### src/rtl/alu_acc_flags.sv
// ALU writeback stage: registers the ALU result into the accumulator, captures
// {N,V,C,Z} status flags and evaluates the branch condition from the stored flags.
module alu_acc_flags #(
    parameter int DATA_WIDTH = 8
) (
    input  logic                  clk,
    input  logic                  reset,
    input  logic [DATA_WIDTH-1:0] alu_out,
    input  logic                  alu_carry,
    input  logic                  alu_overflow,
    input  logic [2:0]            alu_func,
    input  logic                  acc_we,
    input  logic                  flags_we,
    input  logic                  flags_load,
    input  logic [3:0]            flags_in,
    input  logic [2:0]            cond_sel,
    output logic [DATA_WIDTH-1:0] acc,
    output logic [3:0]            flags,
    output logic                  cond_true
);

    localparam logic [2:0] FUNC_ADD  = 3'b000;
    localparam logic [2:0] FUNC_SUB  = 3'b001;
    localparam logic [2:0] FUNC_RSVD = 3'b011;

    localparam int FN = 3;
    localparam int FV = 2;
    localparam int FC = 1;
    localparam int FZ = 0;

    logic [3:0] flags_next;
    logic       arith_op;

    assign arith_op = (alu_func == FUNC_ADD) || (alu_func == FUNC_SUB);

    // Restore wins over ALU update; flags are derived from this cycle's alu_out, not acc.
    always_comb begin
        flags_next = flags;
        if (flags_load) begin
            flags_next = flags_in;
        end else if (flags_we && (alu_func != FUNC_RSVD)) begin
            flags_next[FN] = alu_out[DATA_WIDTH-1];
            flags_next[FZ] = (alu_out == '0);
            if (arith_op) begin
                flags_next[FC] = alu_carry;
                flags_next[FV] = alu_overflow;
            end
        end
    end

    always_ff @(posedge clk) begin
        if (reset) begin
            acc   <= '0;
            flags <= 4'b0000;
        end else begin
            if (acc_we) begin
                acc <= alu_out;
            end
            flags <= flags_next;
        end
    end

    always_comb begin
        cond_true = 1'b1;
        case (cond_sel)
            3'b000:  cond_true = 1'b1;
            3'b001:  cond_true = flags[FZ];
            3'b010:  cond_true = ~flags[FZ];
            3'b011:  cond_true = flags[FC];
            3'b100:  cond_true = ~flags[FC];
            3'b101:  cond_true = flags[FN];
            3'b110:  cond_true = flags[FV];
            3'b111:  cond_true = ~flags[FN];
            default: cond_true = 1'b1;
        endcase
    end

endmodule

### config.mk
export PLATFORM = sky130hd
export DESIGN_NAME = alu_acc_flags
export DESIGN_NICKNAME = d
export VERILOG_FILES = /design/src/rtl/alu_acc_flags.sv
export SDC_FILE = /design/constraint.sdc
export NUM_CORES = 1
export LEC_CHECK = 0
export CAP_MARGIN = 20
export CORE_MARGIN = 2
export CORE_UTILIZATION = 34
export CTS_CLUSTER_DIAMETER = 100
export CTS_CLUSTER_SIZE = 14
export DETAILED_ROUTE_END_ITERATION = 7
export GPL_ROUTABILITY_DRIVEN = 0
export PLACE_DENSITY_LB_ADDON = 0.08
export SYNTH_ARGS = -nofsm -noshare
export SYNTH_HDL_FRONTEND = slang
export SYNTH_SLANG_ARGS = --single-unit
### constraint.sdc
create_clock -name clk -period 1.1 [get_ports clk]
set_input_delay 0.22 -clock clk [delete_from_list [all_inputs] [get_ports clk]]
set_output_delay 0.22 -clock clk [all_outputs]
set_load 0.02 [all_outputs]
## After elaboration in Yosys (flattened, before gate mapping)

Cells that the tools add are included.

| storage, ports and cells | value |
|---|---|
| word-level logic and storage cells | 27 |
| flip-flop bits (word level) | 12 |
| input port bits | 25 |

| operators by class | value |
|---|---|
| bitwise operators | 3 |
| mux-type cells | 4 |
| equality and inequality tests | 9 |
| reductions and logical operators | 8 |

Operators by type and width:

| operator | number |
|---|---|
| $eq 3x3->1 const B | 4 |
| $logic_not 8->1 | 1 |
| $mux 4 | 2 |
| $pmux 1 s8 | 1 |
| $eq 3x1->1 const B | 2 |
| $eq 3x2->1 const B | 2 |
| $logic_not 3->1 | 2 |
| $reduce_bool 2->1 | 2 |
| $ne 3x2->1 const B | 1 |
| $not 1->1 | 3 |
| $mux 2 | 1 |
| $reduce_and 2->1 | 1 |
| $logic_and 1x1->1 | 1 |
| $logic_or 1x1->1 | 1 |

## Longest topological paths before layout

Gate-level depths: netlist of the first run.

| depth | value |
|---|---|
| word-level depth | 5 |
| gate-level depth with buffers | 5 |
| mapped depth without buffers | 4 |

## Least setup slack after synthesis of the first run

OpenSTA, ideal clock, no wires.

| timing path | value |
|---|---|
| path type | reg2out |
| start point | register flags[3] |
| end point | output cond_true |
| arrival time | 1.033 ns |
| cell stages (with the launch flop) | 5 |
| path buffers | 0 |
| data required time | 0.880 ns |
| slack | -0.153 ns |
| path through | dfxtp_1 xnor2_1 nand2_1 o21ai_1 a21oi_1 |

| on the way | value |
|---|---|
| cells in the longest elaborated chain, start to end | 2 |

RTL lines:

| item | RTL line | source |
|---|---|---|
| start: declaration | 18 | `output logic [3:0] flags,` |
| start signal: assignment | 59 | `flags <= flags_next;` |
| $not 1->1 | 73 | `3'b111: cond_true = ~flags[FN];` |
| $pmux 1 s8 (*) | 65 | `case (cond_sel)` |
| end: declaration | 19 | `output logic cond_true` |

Mark *: on every way between the ends. The rest lies on a longest branch, timed or not.

## Worst setup path after layout of the first run

Same ends and word-level chain as after synthesis.

==> run metrics, run 1 <==
die extent in y 45.1 um; commonest non-fill, non-tap cells in the layout 16 x clkdlybuf4s50_1, 13 x nor2_1, 11 x mux2i_1; critical path arrival 1120 ps; failing checks setup timing; Hold Vio Cnt, Final 0; I/O Buffers 37; CTS tree done; vias after detailed routing approximately 630; Initial Util a little under two fifths; r2r startpoint flags[3]; final net count 138; DP Cell Count 124; clk slew on worst S/H paths around 70 ps; synthesized area per cell 8.97 um2; Total GRT Usage between 10% and 20%; CTS Hold Bufs 0; Power Dens Cells 1030 nW/um2; sequential area share after synthesis 41.8%; H-tree depth 1; final wirelength 1540 um; unrepaired setup endpoints after global routing yes; Synth warnings 0; CP startpoint flags[3]; # diodes 0; root buffer cell clkbuf_4; I/O pin count 38; fillers 147; skew final 0 ps; Gate Count Post-Synth 64; vias in the first global route 571; CTS buffer count 3; CP Data Required Time between 800 and 900 ps; Synth cell types 21; remaining global-route overflow 0; core area 1540 um2; f_max between 700 and 800 MHz; worst min path class in -> reg; Critical Path End Type output pin; first-pass GRT wire length 2350 um; run status complete, but fails checks; area delta synth->final 82.1%; Layout Utilization 67.9%; HP Start alu_out[4]; leak pwr around 0.49 nW; largest net degree at the start of global routing 9; critical path startpoint category register; Post-CTS Repair Setup Buffers 0; WS Path Type reg -> out; initial DRC count 6; Clk Latency, worst-skew pair around 270 ps; layout cell share with drive strength beyond 1 roughly 34%; slew margin rel. around 84%; estimated wirelength of the detail-placed design 1220 um; sequential standard cell area ~250 um2; drc violations 0; Die Wd 45.1 um; vias per inst about 4.9; final worst-path cycle share 122%; Max clock buf depth 2; # rows 14; Worst-Margin Slew 236 ps; Max-cap violations 0; worst vdd ir ~0.88 mV; net count after synthesis slightly below 90; Post-DRT Antenna Nets 0; # clock sinks 12; most common cell after layout, fill and taps aside clkdlybuf4s50_1; full die area just over 2000 um2; footprint of the multi-input gates between 300 and 400 um2; First-pass DRT Iterations 3; WHS 364 ps; critical path's slowest cell dfxtp_2; Post-Layout Cell Count approximately 130; worst path cell trace xnor2_2 > nand2_1 > o21ai_2 > a21oi_2 > buf_4; Crit Path Max Fanout 2; Worst path max stage delay 330 ps; Synth Cell Area between 500 and 600 um2; Pins Over Slew Limit 0; #FFs+latches synth 12; Final setup violation count 1; fin crit period approximately 1300 ps; routed len/inst 12.1 um; initial antenna violation count 0; final worst setup slack -239 ps
## repair_timing
action,in CTS,in global routing
setup endpoints to repair,17,13
gates cloned,0,0
pin swaps,7,4
resized for setup,60,16
## registers in the layout, summed over array words and instances, names as in the netlist
signal / cells
flags: 4
acc: 8
## power by group
group	total, mW	switching [mW]	internal (mW)
clock	0.259	0.132	0.127
combinational	0.335	0.146	0.189
sequential	0.483	0.0176	0.465
## synth_stat cells
cell,count,area (um2)
nand2_1,6,22.5
o21ai_1,1,5.00
nor4_2,1,12.5
nand3_1,2,10.0
buf_1,1,3.75
nor3_2,1,10.0
buf_2,2,10.0
o21ai_0,1,5.00
a211oi_1,1,7.51
dfxtp_1,12,240
mux2_1,2,22.5
nor3_1,2,10.0
inv_1,1,3.75
o211a_1,1,10.0
nand3b_1,1,7.51
a21oi_2,1,8.76
mux2i_1,11,110
nor2_1,13,48.8
xnor2_1,1,8.76
a21oi_1,2,10.0
o21a_1,1,7.51
## cell families (layout without fill, tap and decap cells)
group,after synthesis,after routing,synth area share (%)
DFF,12,12,41.8
AOI/OAI and AO/OA,8,8,9.37
and+or+nand+nor,26,26,21.1
xor gates and xnor gates,1,1,1.53
muxes,13,13,23.1
buffers and inverters,4,51,3.05
## worst max-delay path, delay by kind of cell, from the launching register on
kind | cells | cell delay, ps
AO/OA/AOI/OAI | 2 | 160
flip-flops | 1 | 330
XOR/XNOR | 1 | 130
buffers and inverters | 1 | 140
AND/OR/NAND/NOR | 1 | 80
## final cells by class
cell class                      instances  share of cell area [%]
Timing Repair Buffer                   47                    39.6
Multi-Input combinational cell         48                    32.5
Sequential cell                        12                    23.4
Clock buffer                            3                    2.15
Tap cell                               16                    1.91
Inverter                                1                   0.359
## worst paths after layout
| kind | to | slack, ps | cells past startpoint |
|---|---|---|---|
| worst min-delay path | acc[4] | 360 | 3 |
| worst max register to register | flags[3] | 250 | 3 |
| worst max-delay path | cond_true | -240 | 5 |
| worst min register to register | acc[5] | 490 | 2 |
## routing by layer
layer	global-route usage (%)	part of all wire, %	vias to the layer above	routed length [um]
met1	17.3	38	281	576
met2	28.3	51	25	780
met5	0	0	-	0
met3	5.20	10	4	155
li1	-	-	317	-
met4	10.6	1.5	0	23
## per-stage QoR
step / power [mW] / worst slack, ps / TNS, ps / area (um2)
6_report: 1.08 / -239 / -239 / 1050
5_1_grt: 1.13 / -297 / -298 / 1050
4_1_cts: 1.09 / -254 / -254 / 1070
3_5_place_dp: 0.840 / -856 / -4100 / 1050
3_3_place_gp: 0.833 / -806 / -3720 / 1050
2_1_floorplan: 0.628 / 3.80 / 0 / 582
(Power assumes the default switching activity.)
==> inputs of run 2 (changes only) <==
==> constraint.sdc (replaced) <==
create_clock -name clk -period 1.1 [get_ports clk]
set_input_delay 0.11 -clock clk [delete_from_list [all_inputs] [get_ports clk]]
set_output_delay 0.11 -clock clk [all_outputs]
set_load 0.02 [all_outputs]
==> run metrics, run 2 (synthesis results as in run 1) <==
run status complete, but fails checks; failing checks setup timing; die extent in y 45.1 um (unchanged); I/O Buffers 37 (unchanged); drc violations 0 (unchanged); Max clock buf depth 2 (unchanged); vias in the first global route 607 (+6.3%); pre-CTS worst setup slack -649 ps (+207 ps); DP Cell Count 125 (+0.81%); First-pass DRT Iterations 4 (+1); final worst-path cycle share 111% (-11 points); f_max 820 MHz (+9.7%); Largest regs acc x8, flags x4; worst vdd ir 0.797 mV (-9.0%); r2r startpoint flags[3]; Initial Util 37.3% (unchanged); CP startpoint flags[0]; largest net degree at the start of global routing 13 (+4); worst min path class in -> reg; setup total negative slack -120 ps (+119 ps); # clock sinks 12 (unchanged); Power Dens Cells 1010 nW/um2 (-2.1%); HP Start flags_load; Clk Latency, worst-skew pair 260 ps (about the same); sequential standard cell area 243 um2 (-1.0%); Total GRT Usage 17.3% (+0.76 points); vias per inst 4.88 (-1.1%); R2R depth 3 (unchanged); initial DRC count 5 (-1); Cell Area, Placed 1050 um2 (+0.36%); Post-Layout Cell Count 128 (+0.79%); critical path startpoint category register; final net count 139 (+0.72%); root buffer cell clkbuf_4; leak pwr 0.508 nW (+3.6%); Sw Share 27.1% (-0.43 points); core area 1540 um2 (unchanged); max FFs per register 8 (unchanged); WS Path Type reg -> out; Pins Over Slew Limit 0 (unchanged); CP Data Required Time 990 ps (+110 ps); Worst-Margin Slew 222 ps (-13.9 ps); I/O pin count 38 (unchanged); commonest non-fill, non-tap cells in the layout 21 x clkdlybuf4s50_1, 13 x nor2_1, 11 x mux2i_1, 11 x buf_4, 10 x dfxtp_1; Final setup violation count 1 (unchanged); footprint of the multi-input gates 332 um2 (-2.6%); area delta synth->final 84.3%; layout cell share with drive strength beyond 1 25.0% (-9.2 points); full die area 2030 um2 (unchanged); cell depth of the worst min-delay path 4 (+1); Critical Path End Type output pin; final worst setup slack -120 ps (+119 ps); vias after detailed routing 625 (-0.32%); r2r endpoint flags[3]; Top reg by flops acc; Post-CTS Repair Setup Buffers 0 (unchanged); Combinational Power Share 31.3% (+0.2 points); Clock power frac 23.7% (-0.3 points); estimated wirelength of the detail-placed design 1250 um (+3.0%); Flop pwr share 45.0% (+0.2 points); remaining global-route overflow 0 (unchanged); CTS buffer count 3 (unchanged); clk slew on worst S/H paths 70 ps (about the same); initial antenna violation count 0 (unchanged); # rows 14 (unchanged); Int Pwr 0.778 mW (-0.36%); Hold Crit Endpoint flags[2]; Final Cell Area 1060 um2 (+1.2%); slew margin rel. 85.1% (+0.93 points); unrepaired setup endpoints after global routing yes; Crit Path Max Fanout 3 (+1); Post-DRT Antenna Nets 0 (unchanged); skew final 0 ps (unchanged); CTS tree done; critical path arrival 1110 ps (about the same); routed len/inst 12.2 um (+0.51%); Max-cap violations 0 (unchanged); # diodes 0 (unchanged); Worst R2R Setup Slack 270 ps (+20 ps); switching power 0.289 mW (-2.5%); H-tree depth 1 (unchanged); most common cell after layout, fill and taps aside clkdlybuf4s50_1; final wirelength 1560 um (+1.3%); Hold Vio Cnt, Final 0 (unchanged); fillers 134 (-8.8%); first-pass GRT wire length 2520 um (+7.1%); Die Wd 45.1 um (unchanged); fin crit period 1220 ps (-119 ps)
[run 2: critical path, cell delays in order, from the launching register on]
cell and delay (ps):
dfxtp_1 330, nand3b_1 180, a21oi_2 160, a21oi_2 40, buf_4 150
[run 2: layout make-up]
class | instances | share of cell area [%]
well taps | 16 | 1.89
clock buffers | 3 | 2.13
inverters | 1 | 0.355
flip-flops and latches | 12 | 22.9
repair buffers | 48 | 41.4
multi-input cells | 48 | 31.3
[run 2: through the flow]
| stage | utilization (%) | power (mW) | hold WS [ps] |
|---|---|---|---|
| CTS | 68.1 | 1.07 | 453 |
| global placement | 68.1 | 0.834 | 474 |
| detailed placement | 68.1 | 0.843 | 478 |
| global route | 68.7 | 1.13 | 380 |
| finish | 68.7 | 1.07 | 367 |
| floorplan | - | 0.627 | 180 |
[run 2: how the worst max path moves through the flow]
stage	endpoint	slack (ps)	cells past startpoint
after floorplan	cond_true	60	4
after global placement	cond_true	-610	6
after detailed placement	cond_true	-650	6
after CTS	cond_true	-180	5
after global routing	cond_true	-190	4
final	cond_true	-120	4
[run 2: timing repair]
action	CTS	global route
resized for setup	28	11
setup endpoints to repair	13	7
pin swaps	0	3
gates cloned	0	0
hold buffers	0	0
[run 2: routing by layer]
layer	wire, um	track usage [%]
met3	151	4.00
met2	795	30.0
met5	0	0
met4	9	8.82
met1	600	19.6
[run 2: power by group through the flow]
stage	Clock, mW	Sequential [mW]	Combinational, mW
3_3_place_gp	0	0.488	0.346
2_1_floorplan	0	0.524	0.103
4_1_cts	0.263	0.479	0.331
5_1_grt	0.283	0.484	0.359
6_report	0.253	0.480	0.334
3_5_place_dp	0	0.489	0.354
